## config.mk

```make
export PLATFORM = sky130hd
export DESIGN_NAME = led_shift_chain_driver_flat
export DESIGN_NICKNAME = d
export VERILOG_FILES = /design/src/rtl/led_driver_pkg.sv /design/src/rtl/led_shift_chain_driver_if.sv /design/src/rtl/led_bit_timer.sv /design/src/rtl/led_shift_chain_driver.sv /design/src/flat_wrapper.sv
export SDC_FILE = /design/constraint.sdc
export NUM_CORES = 1
export LEC_CHECK = 0
export ABC_AREA = 1
export CELL_PAD_IN_SITES_DETAIL_PLACEMENT = 1
export CELL_PAD_IN_SITES_GLOBAL_PLACEMENT = 1
export CORE_MARGIN = 4
export CORE_UTILIZATION = 35
export DETAILED_ROUTE_END_ITERATION = 7
export PLACE_DENSITY_LB_ADDON = 0.1
export SLEW_MARGIN = 10
export SYNTH_ARGS = -nofsm -noshare
export SYNTH_HDL_FRONTEND = slang
export SYNTH_HIERARCHICAL = 1
export SYNTH_SLANG_ARGS = --single-unit
```

## constraint.sdc

```tcl
create_clock -name i_CLK -period 1.45 [get_ports i_CLK]
set_input_delay 0.29 -clock i_CLK [delete_from_list [all_inputs] [get_ports i_CLK]]
set_output_delay 0.29 -clock i_CLK [all_outputs]
set_load 0.02 [all_outputs]
```

## src/rtl/led_driver_pkg.sv

```systemverilog
// Shared definitions for the serial LED shift-chain driver: FSM encoding and counter width helper.
package led_driver_pkg;

    typedef enum logic [1:0] {
        ST_IDLE     = 2'd0,
        ST_SHIFT_LO = 2'd1,
        ST_SHIFT_HI = 2'd2,
        ST_LATCH    = 2'd3
    } led_state_e;

    // Counter width for a 0..n-1 range, never narrower than one bit.
    function automatic int cnt_w(input int n);
        return (n < 2) ? 1 : $clog2(n);
    endfunction

endpackage

```

## src/rtl/led_shift_chain_driver_if.sv

```systemverilog
// Parallel word handshake between the CPU output port and the LED chain driver.
interface led_shift_chain_driver_if #(
    parameter int CHAINS = 1,
    parameter int DATA_W = 16
);
    logic [CHAINS*DATA_W-1:0] data;
    logic                     valid;
    logic                     ready;
    logic                     busy;

    modport master (output data, valid, input ready, busy);
    modport slave  (input data, valid, output ready, busy);
endinterface

```

## src/rtl/led_bit_timer.sv

```systemverilog
// Shift-clock phase divider: counts 0..CLK_DIV-1, restarts on every FSM state entry.
module led_bit_timer
    import led_driver_pkg::*;
#(
    parameter int CLK_DIV = 4
) (
    input  logic i_CLK,
    input  logic i_RESET_n,
    input  logic i_Clear,
    output logic o_TC
);
    localparam int CNT_W = cnt_w(CLK_DIV);
    localparam logic [CNT_W-1:0] LAST = CNT_W'(CLK_DIV - 1);

    logic [CNT_W-1:0] cnt_q;

    always_ff @(posedge i_CLK or negedge i_RESET_n) begin
        if (!i_RESET_n) begin
            cnt_q <= '0;
        end else if (i_Clear || o_TC) begin
            cnt_q <= '0;
        end else begin
            cnt_q <= cnt_q + CNT_W'(1);
        end
    end

    assign o_TC = (cnt_q == LAST);

endmodule

```

## src/rtl/led_shift_chain_driver.sv

```systemverilog
// Serial driver for 74HC595-style chains: shifts one word per chain in lockstep, then pulses the latch.
module led_shift_chain_driver
    import led_driver_pkg::*;
#(
    parameter int DATA_W       = 16,
    parameter int CHAINS       = 1,
    parameter int CLK_DIV      = 4,
    parameter int MSB_FIRST    = 1,
    parameter int AUTO_REFRESH = 0
) (
    input  logic                    i_CLK,
    input  logic                    i_RESET_n,
    led_shift_chain_driver_if.slave bus,
    output logic [CHAINS-1:0]       o_LEDData,
    output logic                    o_LEDClk,
    output logic                    o_LEDLatch
);
    localparam int BIT_W = cnt_w(DATA_W);
    localparam logic [BIT_W-1:0] LAST_BIT = BIT_W'(DATA_W - 1);

    led_state_e               state_q, state_d;
    logic [BIT_W-1:0]         bit_cnt_q, bit_cnt_d;
    logic                     tc, load, use_new, shift;
    logic                     held_vld_q;
    logic [CHAINS*DATA_W-1:0] held_q;
    logic [CHAINS-1:0]        first_bit;

    led_bit_timer #(.CLK_DIV(CLK_DIV)) u_timer (
        .i_CLK     (i_CLK),
        .i_RESET_n (i_RESET_n),
        .i_Clear   (state_d != state_q),
        .o_TC      (tc)
    );

    always_comb begin
        state_d   = state_q;
        bit_cnt_d = bit_cnt_q;
        load      = 1'b0;
        use_new   = 1'b0;
        shift     = 1'b0;
        case (state_q)
            ST_IDLE: begin
                // A fresh word always wins over re-sending the held one.
                if (bus.ready && bus.valid) begin
                    state_d   = ST_SHIFT_LO;
                    load      = 1'b1;
                    use_new   = 1'b1;
                    bit_cnt_d = '0;
                end else if ((AUTO_REFRESH != 0) && held_vld_q) begin
                    state_d   = ST_SHIFT_LO;
                    load      = 1'b1;
                    bit_cnt_d = '0;
                end
            end
            ST_SHIFT_LO: if (tc) state_d = ST_SHIFT_HI;
            ST_SHIFT_HI: begin
                if (tc) begin
                    shift = 1'b1;
                    if (bit_cnt_q == LAST_BIT) begin
                        state_d = ST_LATCH;
                    end else begin
                        state_d   = ST_SHIFT_LO;
                        bit_cnt_d = bit_cnt_q + BIT_W'(1);
                    end
                end
            end
            ST_LATCH: if (tc) state_d = ST_IDLE;
            default:  state_d = ST_IDLE;
        endcase
    end

    for (genvar k = 0; k < CHAINS; k++) begin : g_chain
        logic [DATA_W-1:0] sr_q, sr_d;

        always_comb begin
            sr_d = sr_q;
            if (load) begin
                sr_d = use_new ? bus.data[k*DATA_W +: DATA_W] : held_q[k*DATA_W +: DATA_W];
            end else if (shift) begin
                sr_d = (MSB_FIRST != 0) ? {sr_q[DATA_W-2:0], 1'b0} : {1'b0, sr_q[DATA_W-1:1]};
            end
        end

        always_ff @(posedge i_CLK) begin
            sr_q <= sr_d;
        end

        assign first_bit[k] = (MSB_FIRST != 0) ? sr_d[DATA_W-1] : sr_d[0];
    end

    always_ff @(posedge i_CLK) begin
        if (load && use_new) held_q <= bus.data;
    end

    // Outputs are registered from next-state so pins change on the same edge as the FSM.
    always_ff @(posedge i_CLK or negedge i_RESET_n) begin
        if (!i_RESET_n) begin
            state_q    <= ST_IDLE;
            bit_cnt_q  <= '0;
            held_vld_q <= 1'b0;
            bus.ready  <= 1'b1;
            bus.busy   <= 1'b0;
            o_LEDData  <= '0;
            o_LEDClk   <= 1'b0;
            o_LEDLatch <= 1'b0;
        end else begin
            state_q    <= state_d;
            bit_cnt_q  <= bit_cnt_d;
            if (load && use_new) held_vld_q <= 1'b1;
            bus.ready  <= (state_d == ST_IDLE);
            bus.busy   <= (state_d != ST_IDLE);
            o_LEDData  <= (state_d == ST_SHIFT_LO || state_d == ST_SHIFT_HI) ? first_bit : '0;
            o_LEDClk   <= (state_d == ST_SHIFT_HI);
            o_LEDLatch <= (state_d == ST_LATCH);
        end
    end

endmodule

```

## src/flat_wrapper.sv

```systemverilog
// flat-port wrapper written by rule: the top's interface ports become plain ports
module led_shift_chain_driver_flat import led_driver_pkg::*;
#(
    parameter int DATA_W       = 16,
    parameter int CHAINS       = 1,
    parameter int CLK_DIV      = 4,
    parameter int MSB_FIRST    = 1,
    parameter int AUTO_REFRESH = 0
)
  (i_CLK, i_RESET_n, o_LEDData, o_LEDClk, o_LEDLatch, bus_data, bus_valid, bus_ready, bus_busy);
  led_shift_chain_driver_if #(.CHAINS(CHAINS), .DATA_W(DATA_W)) bus_i ();
  input  logic i_CLK;
  input  logic i_RESET_n;
  output logic [CHAINS-1:0] o_LEDData;
  output logic o_LEDClk;
  output logic o_LEDLatch;
  input wire logic [$bits(bus_i.data)-1:0] bus_data;
  input wire logic [$bits(bus_i.valid)-1:0] bus_valid;
  output wire logic [$bits(bus_i.ready)-1:0] bus_ready;
  output wire logic [$bits(bus_i.busy)-1:0] bus_busy;
  assign bus_i.data = bus_data;
  assign bus_i.valid = bus_valid;
  assign bus_ready = bus_i.ready;
  assign bus_busy = bus_i.busy;
  led_shift_chain_driver #(.DATA_W(DATA_W), .CHAINS(CHAINS), .CLK_DIV(CLK_DIV), .MSB_FIRST(MSB_FIRST), .AUTO_REFRESH(AUTO_REFRESH)) u_core (.i_CLK(i_CLK), .i_RESET_n(i_RESET_n), .bus(bus_i), .o_LEDData(o_LEDData), .o_LEDClk(o_LEDClk), .o_LEDLatch(o_LEDLatch));
endmodule
```

==> flow_summary.yaml <==
run_status:
  status: "complete, no violations"
floorplanning:
  fp-row-count: 22
  coreArea_sq_um: 3720
  die_w_um: 70.5
  die_area_sq_um: 4960
  die_h_um: 70.5
  ios: 24
  initial_core_util_pct: 36.7
setup_path:
  cp_max_fo: 5
  start_kind: "register"
  critPathCaptureType: "register"
  reg2reg_from: "u_core/u_timer/cnt_q[0]$_DFF_PN0_"
  cp_data_arrival_time_ns: 1.57
  required_ns: 1.61
  crit_type: "reg -> reg"
  startpoint: "u_core/u_timer/cnt_q[0]$_DFF_PN0_"
finish:
  stdcell_area_sq_um: 1900
  instances_no_fill: 234
  layout-drive-gt1-share_pct: 22.0
  layout_commonest_cell: "nand2_1"
  final_cell_mix: "62 x nand2_1, 18 x clkdlybuf4s50_1, 15 x edfxtp_1, 15 x buf_4"
  antenna_cells: 0
  area_growth_pct: 39.5
  nets: 210
  n_fill_cell: 429
yosys:
  yosys_warnings: 6
  synth.avg_cell_area_sq_um: 9.61
  synthArstFlopShare_pct: 44.8
  ys_ff_latch: 29
  synth_edf_count: 15
  ys_seq_area_share_pct: 58.4
  syn_area_sq_um: 1370
  synthCells: 142
  synth-main-ff-cell: "edfxtp_1"
  synth_nets: 167
  synthDistinctLibCells: 23
drt:
  drt_iter0_drc: 47
  vias: 1078
  firstDrtPassIters: 4
  postRouteAntennaNets: 0
  routed_wl_mm: 3.08
  wl_per_cell_um: 13.2
  viasPerCell: 4.61
  drc: 0
timing:
  period_share_pct: 97.3
  final-hold-violation-count: 0
  setup_violations: 0
  slew_headroom_pct: 83.0
  finalClockSkew_ns: 0.00765
  worstMarginPinSlew_ns: 0.254
  holdWs_ns: 0.317
  slew_viol_final: 0
  fmax_mhz: 708
  period_needed_ns: 1.41
clock_network:
  clk_path_buf_depth: 2
  cts_hold_buf: 0
  cts_made_buffers: 5
  cts_root_buf: "clkbuf_8"
  cts_tree: "done"
  htreeDepth: 2
  clock-sinks: 29
  insertion_delay_ns: 0.27
  path_clk_slew_ns: 0.06
placed_design:
  dp.cells: 224
  place.gp.congestion: 0.735
  dp_hpwl_mm: 2.39
  io_buffers: 23
  dpl_cell_area_sq_um: 1750
power_and_ir_drop:
  ir_drop_v: 0.000524
  leakage_nw: 0.879
  power.density_nw_per_um2: 830
min_path:
  hold_class: "in -> async"
job:
  max_cap_violations: 0
global_routing:
  grt_usage_pct: 13.4
  grt_pass1_vias: 1149
  antenna_found_initial: 0
  overflow: 0
  grt_max_degree: 15
  grt_pass1_wl_mm: 5.20
-- layout make-up --
type / count / area, sq um / share of cell area [%]
Timing Repair Buffer: 38 / 338 / 17.7
Multi-Input combinational cell: 95 / 553 / 29.0
Clock buffer: 6 / 82.6 / 4.34
Sequential cell: 29 / 798 / 41.9
Tap cell: 48 / 60.1 / 3.15
Clock inverter: 2 / 8.76 / 0.460
Inverter: 16 / 63.8 / 3.35
-- synthesized netlist by cell type (2+ instances only) --
| cell | instances | share of area, % |
|---|---|---|
| nand2_1 | 62 | 17 |
| edfxtp_1 | 15 | 33 |
| inv_1 | 14 | 3.8 |
| dfrtp_1 | 12 | 22 |
| nor2_1 | 9 | 2.5 |
| ha_1 | 6 | 5.5 |
| nand3_1 | 4 | 1.5 |
| nand2_4 | 2 | 1.6 |
| nand4_1 | 2 | 0.92 |
| nor2_2 | 2 | 0.92 |
| xnor2_1 | 2 | 1.3 |
-- sequential cells by signal, summed over array words and instances (netlist names) --
name	cells
u_core/g_chain.sr_q	16
u_core/bit_cnt_q	4
u_core/state_q	2
u_core/u_timer/cnt_q	2
u_core/bus.busy	1
u_core/bus.ready	1
u_core/o_LEDClk	1
u_core/o_LEDData	1
u_core/o_LEDLatch	1
-- report_power, final --
part	leakage, nW	switching [W]	internal (W)
registers	0.310	0	0.000860
logic	0.520	0.0000141	0.0000438
clock network	0.0486	0.000288	0.000375
total	0.879	0.000302	0.00128
-- logic make-up after synthesis --
kind of cell,after synthesis,synth area share [%]
AO/OA/AOI/OAI,5,3.02
XOR/XNOR,2,1.28
adder cells (fa/ha/maj),6,5.50
buffers and inverters,18,6.05
flip-flops,29,58.4
AND/OR/NAND/NOR,82,25.8
-- metrics by stage --
| step | setup TNS [ns] | total power, W | util (%) | setup slack (ns) |
|---|---|---|---|---|
| 2_1_floorplan | 0 | 0.000877 | - | 0.00222 |
| 3_3_place_gp | -1.66 | 0.000935 | 47.0 | -0.0797 |
| 3_5_place_dp | -2.70 | 0.000935 | 47.0 | -0.113 |
| 4_1_cts | 0 | 0.00161 | 49.9 | 0.00873 |
| 5_1_grt | -0.161 | 0.00166 | 51.2 | -0.0670 |
| 6_report | 0 | 0.00158 | 51.2 | 0.0385 |
-- final timing paths --
path,to,slack (ns),cells past startpoint
max in group asynchronous,u_core/bus.ready$_DFF_PN1_,0.90,2
max reg2reg,u_core/o_LEDLatch$_DFF_PN0_,0.04,7
min in group i_CLK,u_core/g_chain[0].sr_q[13]$_DFFE_PP_,0.52,2
min reg2reg,u_core/g_chain[0].sr_q[13]$_DFFE_PP_,0.52,2
min,u_core/bit_cnt_q[2]$_DFFE_PN0P_,0.32,2
max,u_core/o_LEDLatch$_DFF_PN0_,0.04,7
-- routing by layer --
| layer | global-route usage, % | up-vias | routed length (um) |
|---|---|---|---|
| li1 | - | 531 | - |
| met1 | 14.8 | 527 | 1290 |
| met2 | 22.6 | 15 | 1600 |
| met3 | 6.04 | 5 | 153 |
| met4 | 4.47 | 0 | 41 |
| met5 | 0 | - | 0 |
-- worst max-delay path, stage by stage, from the launching register on --
cell     delay [ns]
dfrtp_1        0.41
ha_4           0.20
xnor2_2        0.16
o21ai_1        0.08
nand2_1        0.11
inv_2          0.06
buf_4          0.14
ha_4           0.15
-- repair_timing --
action                                  4_1_cts  5_1_grt
pin swaps                                     0        3
endpoints found under the setup margin       16       21
resized for setup                             7       10
endpoints found under the hold margin         0        0
setup buffers                                 1        1
Note: power is estimated with default switching activity, not from simulation.
